## config.mk

```make
export PLATFORM = sky130hd
export DESIGN_NAME = router_merge_sched
export DESIGN_NICKNAME = d
export VERILOG_FILES = /design/src/rtl/router_merge_sched.sv
export SDC_FILE = /design/constraint.sdc
export NUM_CORES = 1
export LEC_CHECK = 0
export ABC_AREA = 1
export BUFFER_PORTS_ARGS = -buffer_cell sky130_fd_sc_hd__buf_2
export CORE_MARGIN = 2
export CORE_UTILIZATION = 35
export DETAILED_ROUTE_END_ITERATION = 16
export GPL_ROUTABILITY_DRIVEN = 1
export GPL_TIMING_DRIVEN = 0
export PLACE_DENSITY_LB_ADDON = 0.25
export SLEW_MARGIN = 20
export SYNTH_ARGS = -nofsm -noshare
export SYNTH_HDL_FRONTEND = slang
export SYNTH_SLANG_ARGS = --single-unit
```

## constraint.sdc

```tcl
create_clock -name clk -period 1.5 [get_ports clk]
set_input_delay 0 -clock clk [delete_from_list [all_inputs] [get_ports clk]]
set_output_delay 0 -clock clk [all_outputs]
set_load 0.1 [all_outputs]
```

## src/rtl/router_merge_sched.sv

```systemverilog
// router_merge_sched: merges the two branch FIFOs into the trunk path one
// frame at a time. Pops both branches in lock-step, meters trunk writes with
// a credit counter, delays the write strobe to match the datapath latency of
// the selected mode, and aborts stalled frames with a watchdog.
// Optional build macro ROUTER_MERGE_STALL_CNT_EN adds the stall_cnt output.
module router_merge_sched #(
    parameter int FIFO_DEPTH      = 2,
    parameter int ADD_LAT         = 1,
    parameter int BEATS_PER_FRAME = 64,
    parameter int CNT_W           = 8,
    parameter int TIMEOUT         = 100
) (
    input  logic             clk,
    input  logic             rst,
    input  logic             start,
    input  logic             sel_in,
    input  logic             b1_empty,
    input  logic             b2_empty,
    input  logic             credit_return,
    output logic             b1_pop,
    output logic             b2_pop,
    output logic             dp_sel,
    output logic             dp_valid,
    output logic             trunk_write,
    output logic             busy,
    output logic             done,
    output logic             timeout_err,
    output logic [CNT_W-1:0] beat_cnt
`ifdef ROUTER_MERGE_STALL_CNT_EN
    ,
    output logic [15:0]      stall_cnt
`endif
);

    localparam int CRD_W = $clog2(FIFO_DEPTH + 1);
    localparam int WD_W  = $clog2(TIMEOUT + 1);

    localparam logic [CRD_W-1:0] CRD_MAX    = CRD_W'(FIFO_DEPTH);
    localparam logic [CNT_W-1:0] BEATS_ALL  = CNT_W'(BEATS_PER_FRAME);
    localparam logic [CNT_W-1:0] BEATS_M1   = CNT_W'(BEATS_PER_FRAME - 1);
    localparam logic [WD_W-1:0]  WD_LIMIT   = WD_W'(TIMEOUT - 1);

    typedef enum logic [1:0] {
        S_IDLE,
        S_RUN,
        S_DRAIN
    } state_t;

    state_t             state_q;
    state_t             state_d;
    logic [CRD_W-1:0]   credits;
    logic [WD_W-1:0]    wd_cnt;
    logic [ADD_LAT-1:0] vld_p;
    logic               issue;
    logic               frame_full;
    logic               wd_expire;
    logic               sr_empty;
    logic               start_ok;

    // A beat issues only when both branches have data, the trunk has room
    // and the frame is not yet complete.
    assign issue      = (state_q == S_RUN) && !b1_empty && !b2_empty &&
                        (credits != '0) && (beat_cnt < BEATS_ALL);
    assign frame_full = issue && (beat_cnt == BEATS_M1);
    assign wd_expire  = (state_q == S_RUN) && !issue && (wd_cnt == WD_LIMIT);
    assign sr_empty   = (vld_p == '0);
    assign start_ok   = (state_q == S_IDLE) && start;

    assign b1_pop   = issue;
    assign b2_pop   = issue;
    assign dp_valid = issue;
    assign busy     = (state_q != S_IDLE);

    // Add mode sees the full adder pipeline; concatenate is a single register.
    assign trunk_write = dp_sel ? vld_p[ADD_LAT-1] : vld_p[0];

    // State register.
    always_ff @(posedge clk) begin
        if (rst) begin
            state_q <= S_IDLE;
        end else begin
            state_q <= state_d;
        end
    end

    // Next-state logic and the frame-completion pulse.
    always_comb begin
        state_d = state_q;
        done    = 1'b0;
        case (state_q)
            S_IDLE: begin
                if (start) begin
                    state_d = S_RUN;
                end
            end
            S_RUN: begin
                if (frame_full || wd_expire) begin
                    state_d = S_DRAIN;
                end
            end
            S_DRAIN: begin
                if (sr_empty) begin
                    state_d = S_IDLE;
                    done    = 1'b1;
                end
            end
            default: begin
                state_d = S_IDLE;
            end
        endcase
    end

    // Per-frame mode latch and beat counter; the count holds in IDLE.
    always_ff @(posedge clk) begin
        if (rst) begin
            dp_sel   <= 1'b1;
            beat_cnt <= '0;
        end else if (start_ok) begin
            dp_sel   <= sel_in;
            beat_cnt <= '0;
        end else if (issue) begin
            beat_cnt <= beat_cnt + 1'b1;
        end
    end

    // Credit counter: issue spends, credit_return refunds, saturating at depth.
    always_ff @(posedge clk) begin
        if (rst) begin
            credits <= CRD_MAX;
        end else if (issue && !credit_return) begin
            credits <= credits - 1'b1;
        end else if (!issue && credit_return && (credits != CRD_MAX)) begin
            credits <= credits + 1'b1;
        end
    end

    // Issue-valid pipeline that times the trunk write strobe.
    always_ff @(posedge clk) begin
        if (rst) begin
            vld_p <= '0;
        end else begin
            vld_p[0] <= issue;
            for (int i = 1; i < ADD_LAT; i++) begin
                vld_p[i] <= vld_p[i-1];
            end
        end
    end

    // Watchdog: counts consecutive no-issue RUN cycles; the error is sticky
    // across frames and only reset clears it.
    always_ff @(posedge clk) begin
        if (rst) begin
            wd_cnt      <= '0;
            timeout_err <= 1'b0;
        end else if (start_ok) begin
            wd_cnt <= '0;
        end else if (state_q == S_RUN) begin
            if (issue) begin
                wd_cnt <= '0;
            end else begin
                wd_cnt <= wd_cnt + 1'b1;
            end
            if (wd_expire) begin
                timeout_err <= 1'b1;
            end
        end
    end

`ifdef ROUTER_MERGE_STALL_CNT_EN
    // Saturating count of RUN cycles without issue, per frame.
    always_ff @(posedge clk) begin
        if (rst) begin
            stall_cnt <= '0;
        end else if (start_ok) begin
            stall_cnt <= '0;
        end else if ((state_q == S_RUN) && !issue && (stall_cnt != 16'hFFFF)) begin
            stall_cnt <= stall_cnt + 1'b1;
        end
    end
`endif

endmodule
```

# Word-level counts from Yosys, hierarchy flattened
# Index checks and enable logic that the tools add are counted.
totals:
  word_cells: 53
  register_bits: 22
  in_bits: 7
  output_inout_bits: 16
op_classes:
  magnitude_cmp: 1
  addsub: 4
  muxes: 9
  bitwise: 1
  n_reduce_logical: 23
  eq_ne: 8
ops:
  columns: ["operator", "count"]
  rows:
  - ["$logic_and 1x1->1", 11]
  - ["$mux 2", 5]
  - ["$add 8x1->8 const B", 1]
  - ["$eq 8x6->1 const B", 1]
  - ["$lt 8x7->1 const B", 1]
  - ["$add 7x1->7 const B", 1]
  - ["$eq 7x7->1 const B", 1]
  - ["$mux 7", 1]
  - ["$ne 2x2->1 const B", 3]
  - ["$pmux 2 s3", 1]
  - ["$reduce_and 3->1", 2]
  - ["$reduce_bool 2->1", 3]
  - ["$logic_not 1->1", 4]
  - ["$add 2x1->2 const B", 1]
  - ["$eq 2x1->1 const B", 1]
  - ["$eq 2x2->1 const B", 1]
  - ["$logic_not 2->1", 1]
  - ["$mux 1", 2]
  - ["$ne 2x1->1 const B", 1]
  - ["$reduce_or 2->1", 1]
  - ["$sub 2x1->2 const B", 1]
  - ["$logic_or 1x1->1", 1]
  - ["$not 1->1", 1]

# Logic depth before layout (Yosys ltp)
depth:
  depth_word: 11
  ltp_mapped: 9
  ltp_nobuf: 9

# Worst setup path before layout
# No wires, ideal clock.
synth_path:
  kind: "register to output"
  start: "reg vld_p, in the netlist trunk_write"
  end: "out done"
  path_slack_ns: -1.354
  stages_incl_launch_ff: 2
  required_time_ns: 1.500
  n_path_buf: 0
  arrival_time_ns: 2.854
  cell_sequence: "dfxtp_1 -> nor3_1"
synth_via:
  elab_chain_len: 2
synth_lines:
  columns: ["element", "line_no", "rtl"]
  rows:
  - ["start, declared", "53", "logic [ADD_LAT-1:0] vld_p;"]
  - ["start signal, assigned by index", "144", "vld_p[i] <= vld_p[i-1];"]
  - ["$mux 1", "102", "if (sr_empty) begin"]
  - ["$mux 1", "90", "case (state_q)"]
  - ["end, declared", "26", "output logic done,"]
# No other way between the ends.

# Worst setup path after layout
layout_path:
  start: "reg state_q[0]"
  end: "out b1_pop"
layout_via:
  elab_chain_len: 5
layout_lines:
  columns: ["element", "line_no", "rtl"]
  rows:
  - ["start, declared", "49", "state_t state_q;"]
  - ["start signal, assigned", "82", "state_q <= state_d;"]
  - ["$eq 2x1->1", "62", "assign issue = (state_q == S_RUN) && !b1_empty && !b2_empty &&"]
  - ["$logic_and 1x1->1 (3 in a row)", "62", null]
  - ["$logic_and 1x1->1", "63", "(credits != '0) && (beat_cnt < BEATS_ALL);"]
  - ["end, declared", "20", "output logic b1_pop,"]
# No other way between the ends.

==> results_dict.tcl <==
set metrics [dict create \
    outcome "finished, final reports clean" \
    critical_path_class "reg -> out" \
    setup-violations-final 0 \
    placedCellCount 205 \
    cts.path.max_buffers 2 \
    drt-total-wl_um 2310 \
    p_sw_w 0.000363 \
    synth_edf_count 0 \
    vias_per_cell 4.64 \
    netlist_instances 150 \
    max-slew-margin-rel_pct 67.7 \
    drc 0 \
    fp.dieArea_um2 3550 \
    post-route-period-util_pct 95.3 \
    comb_power_share_pct 21.8 \
    sw_frac_of_total_pct 31.7 \
    hold_class "in -> reg" \
    initial_core_util_pct 36.0 \
    netlist_area_um2 1080 \
    drtIter0Drc 25 \
    synth_fp_nets 159 \
    r2r_end "wd_cnt[6]" \
    die_h_um 59.6 \
    synth_area_per_cell_um2 7.21 \
    grt_max_degree 13 \
    synth.largest_area_cell "dfxtp_1" \
    ios 23 \
    critPathCaptureType "primary output" \
    stdcell_count 222 \
    layout-drive-gt1-share_pct 33.9 \
    area_growth_syn_to_layout_pct 34.7 \
    grt_use_total_pct 14.1 \
    ff2ff_path_depth 8 \
    ys_warn_count 0 \
    dpl_cell_area_um2 1280 \
    fin_ws_ps 70.4 \
    drtPass1Iterations 4 \
    hold_path_depth 6 \
    fmax_mhz 699 \
    seq_area_um2 464 \
    finalMaxSlewViolations 0 \
    path_clk_slew_ps 120 \
    num_antenna_cells 0 \
    r2r-start "state_q[0]" \
    grt-ovfl-total 0 \
    fill_cells 292 \
    via_count 1031 \
    cp_data_arrival_time_ps 1430 \
    cts.htree.levels 1 \
    hpwlAfterDp_um 1710 \
    multi_input_area_um2 581 \
    drv_cap 0 \
    portBuffers 22 \
    seq_area_frac_synth_pct 40.7 \
    grt_first_pass_wirelength_um 3910 \
    numClockSinks 22 \
    cts_root_buffer "clkbuf_4" \
    worstPathRequired_ps 1500 \
    hp-start "b1_empty" \
    core_area_um2 3000 \
    synth_ff_type "dfxtp_1" \
    hold_end "beat_cnt[1]" \
    synth_common_cells "29 x nand2_1, 22 x dfxtp_1, 22 x nor2_1" \
    synthArstFlopShare_pct 0 \
    final_area_um2 1460 \
    synthTopCellsByArea "dfxtp_1 41%, nand2_1 10%, nor2_1 7.6%" \
    clock_skew_ps 4.95 \
    insertion_delay_ps 310 \
    cts_tree "done" \
    yosys.area.top_type_share_pct 40.7 \
    cp_max_fo 7 \
    powerDensity_nw_per_um2 787 \
    hold_violations 0 \
    synth-seq-cells 22 \
    worstMarginPinSlew_ps 488 \
    leakage_nw 0.674 \
    post-route-min-period_ps 1430 \
    grt_pass1_vias 963 \
    rows 20 \
    antenna_found_initial 0 \
    critPathLaunchType "register" \
    ant_nets 0 \
    hold_ws_ps 123 \
    setup-tns-final_ps 0 \
    fp.dieW_um 59.6 \
    synth_cell_types 22 \
    reg2reg_slack_ps 110 \
    intPower_w 0.000783 \
    wl_per_cell_um 10.4 \
    place_ws_ps -7.89 \
    fin_nets 199 \
    power_frac_seq_pct 53.6 \
    yosysMostFrequentCell "nand2_1" \
    vdd_drop_max_mv 0.402 \
    numCtsBuffers 3 \
    clkPwrFrac_pct 24.6 \
    gp_congestion 0.748 \
]
power by group through the flow:
stage,Sequential [W],Combinational (W),Clock [W]
final,0.000614,0.000250,0.000282
after global routing,0.000617,0.000269,0.000310
after CTS,0.000614,0.000233,0.000288
after detailed placement,0.000626,0.000214,0
after global placement,0.000625,0.000210,0
after floorplan,0.000654,0.000144,0
cell families (layout without fill, tap and decap cells):
family / Yosys count / in the layout / synth area share (%)
simple gates: 83 / 84 / 38.1
fa+ha+maj: 2 / 2 / 2.31
xor+xnor: 3 / 3 / 2.43
flops: 22 / 22 / 40.7
compound gates: 16 / 16 / 7.41
buf+inv: 24 / 62 / 9.03
how the worst max path moves through the flow:
stage,depth (start not counted),slack [ps],end,start
final,5,70,b1_pop,state_q[0]
after global routing,8,-4,wd_cnt[6],state_q[0]
after floorplan,8,-50,beat_cnt[5],beat_cnt[7]
after global placement,6,9,dp_valid,state_q[0]
after CTS,6,10,dp_valid,state_q[0]
after detailed placement,6,-8,dp_valid,state_q[0]
repair_timing:
| item | in CTS | in global routing |
|---|---|---|
| hold buffers | 4 | 0 |
| buffers inserted | 1 | 7 |
| pin swaps | 1 | 4 |
| gates resized for setup | 9 | 9 |
| hold endpoints to repair | 5 | 0 |
| gates cloned | 0 | 1 |
| endpoints found under the setup margin | 3 | 9 |
registers in the layout, summed over array words and instances (netlist names):
| name | flops |
|---|---|
| credits | 2 |
| beat_cnt | 8 |
| timeout_err | 1 |
| wd_cnt | 7 |
| trunk_write | 1 |
| state_q | 2 |
| dp_sel | 1 |
final cells by class:
type	instances	area share, %
plain buffers	2	1.03
clock buffers	4	1.80
inverters	22	5.67
multi-input cells	105	39.9
flip-flops and latches	22	31.9
well taps	33	2.84
repair buffers	34	16.9
stage by stage:
stage / util [%] / total power, W
floorplan: - / 0.000798
global placement: 42.6 / 0.000835
detailed placement: 42.6 / 0.000840
CTS: 45.9 / 0.00113
global route: 48.5 / 0.00120
finish: 48.5 / 0.00115
worst max-delay path, stage by stage, from the launching register on:
cell and delay, ps:
dfxtp_4 390, inv_2 60, nor2_4 150, nand2_4 80, nor2_8 150, buf_4 310
metal layers:
metal / GRT usage (%) / vias to the layer above / part of all wire (%)
met5: 0 / - / 0
met4: 3.81 / 0 / 0.35
met3: 2.18 / 2 / 3.5
met2: 24.3 / 19 / 48
met1: 18.3 / 454 / 48
li1: - / 556 / -
cell usage in the layout, fill, tap and decap left out:
master and count:
buf_4 10, buf_2 19, buf_12 2, nor3_4 1, xnor2_1 1, nor3_2 1, nand2_1 30, clkbuf_4 3
nand2_4 3, ha_1 2, nor2_2 2, inv_2 2, o21ai_0 6, nor2_4 3, and3_1 1, dfxtp_4 3
nor3_1 4, nor2_8 1, nand3_4 1, nand3_1 12, xor2_1 2, o21ai_1 2, clkbuf_1 1, nand2_2 2
inv_1 20, dlygate4sd3_1 4, nand4_1 3, dfxtp_2 10, buf_6 1, dfxtp_1 9, a21oi_1 8, nor2_1 20
Power figures use the tool's default switching activity.
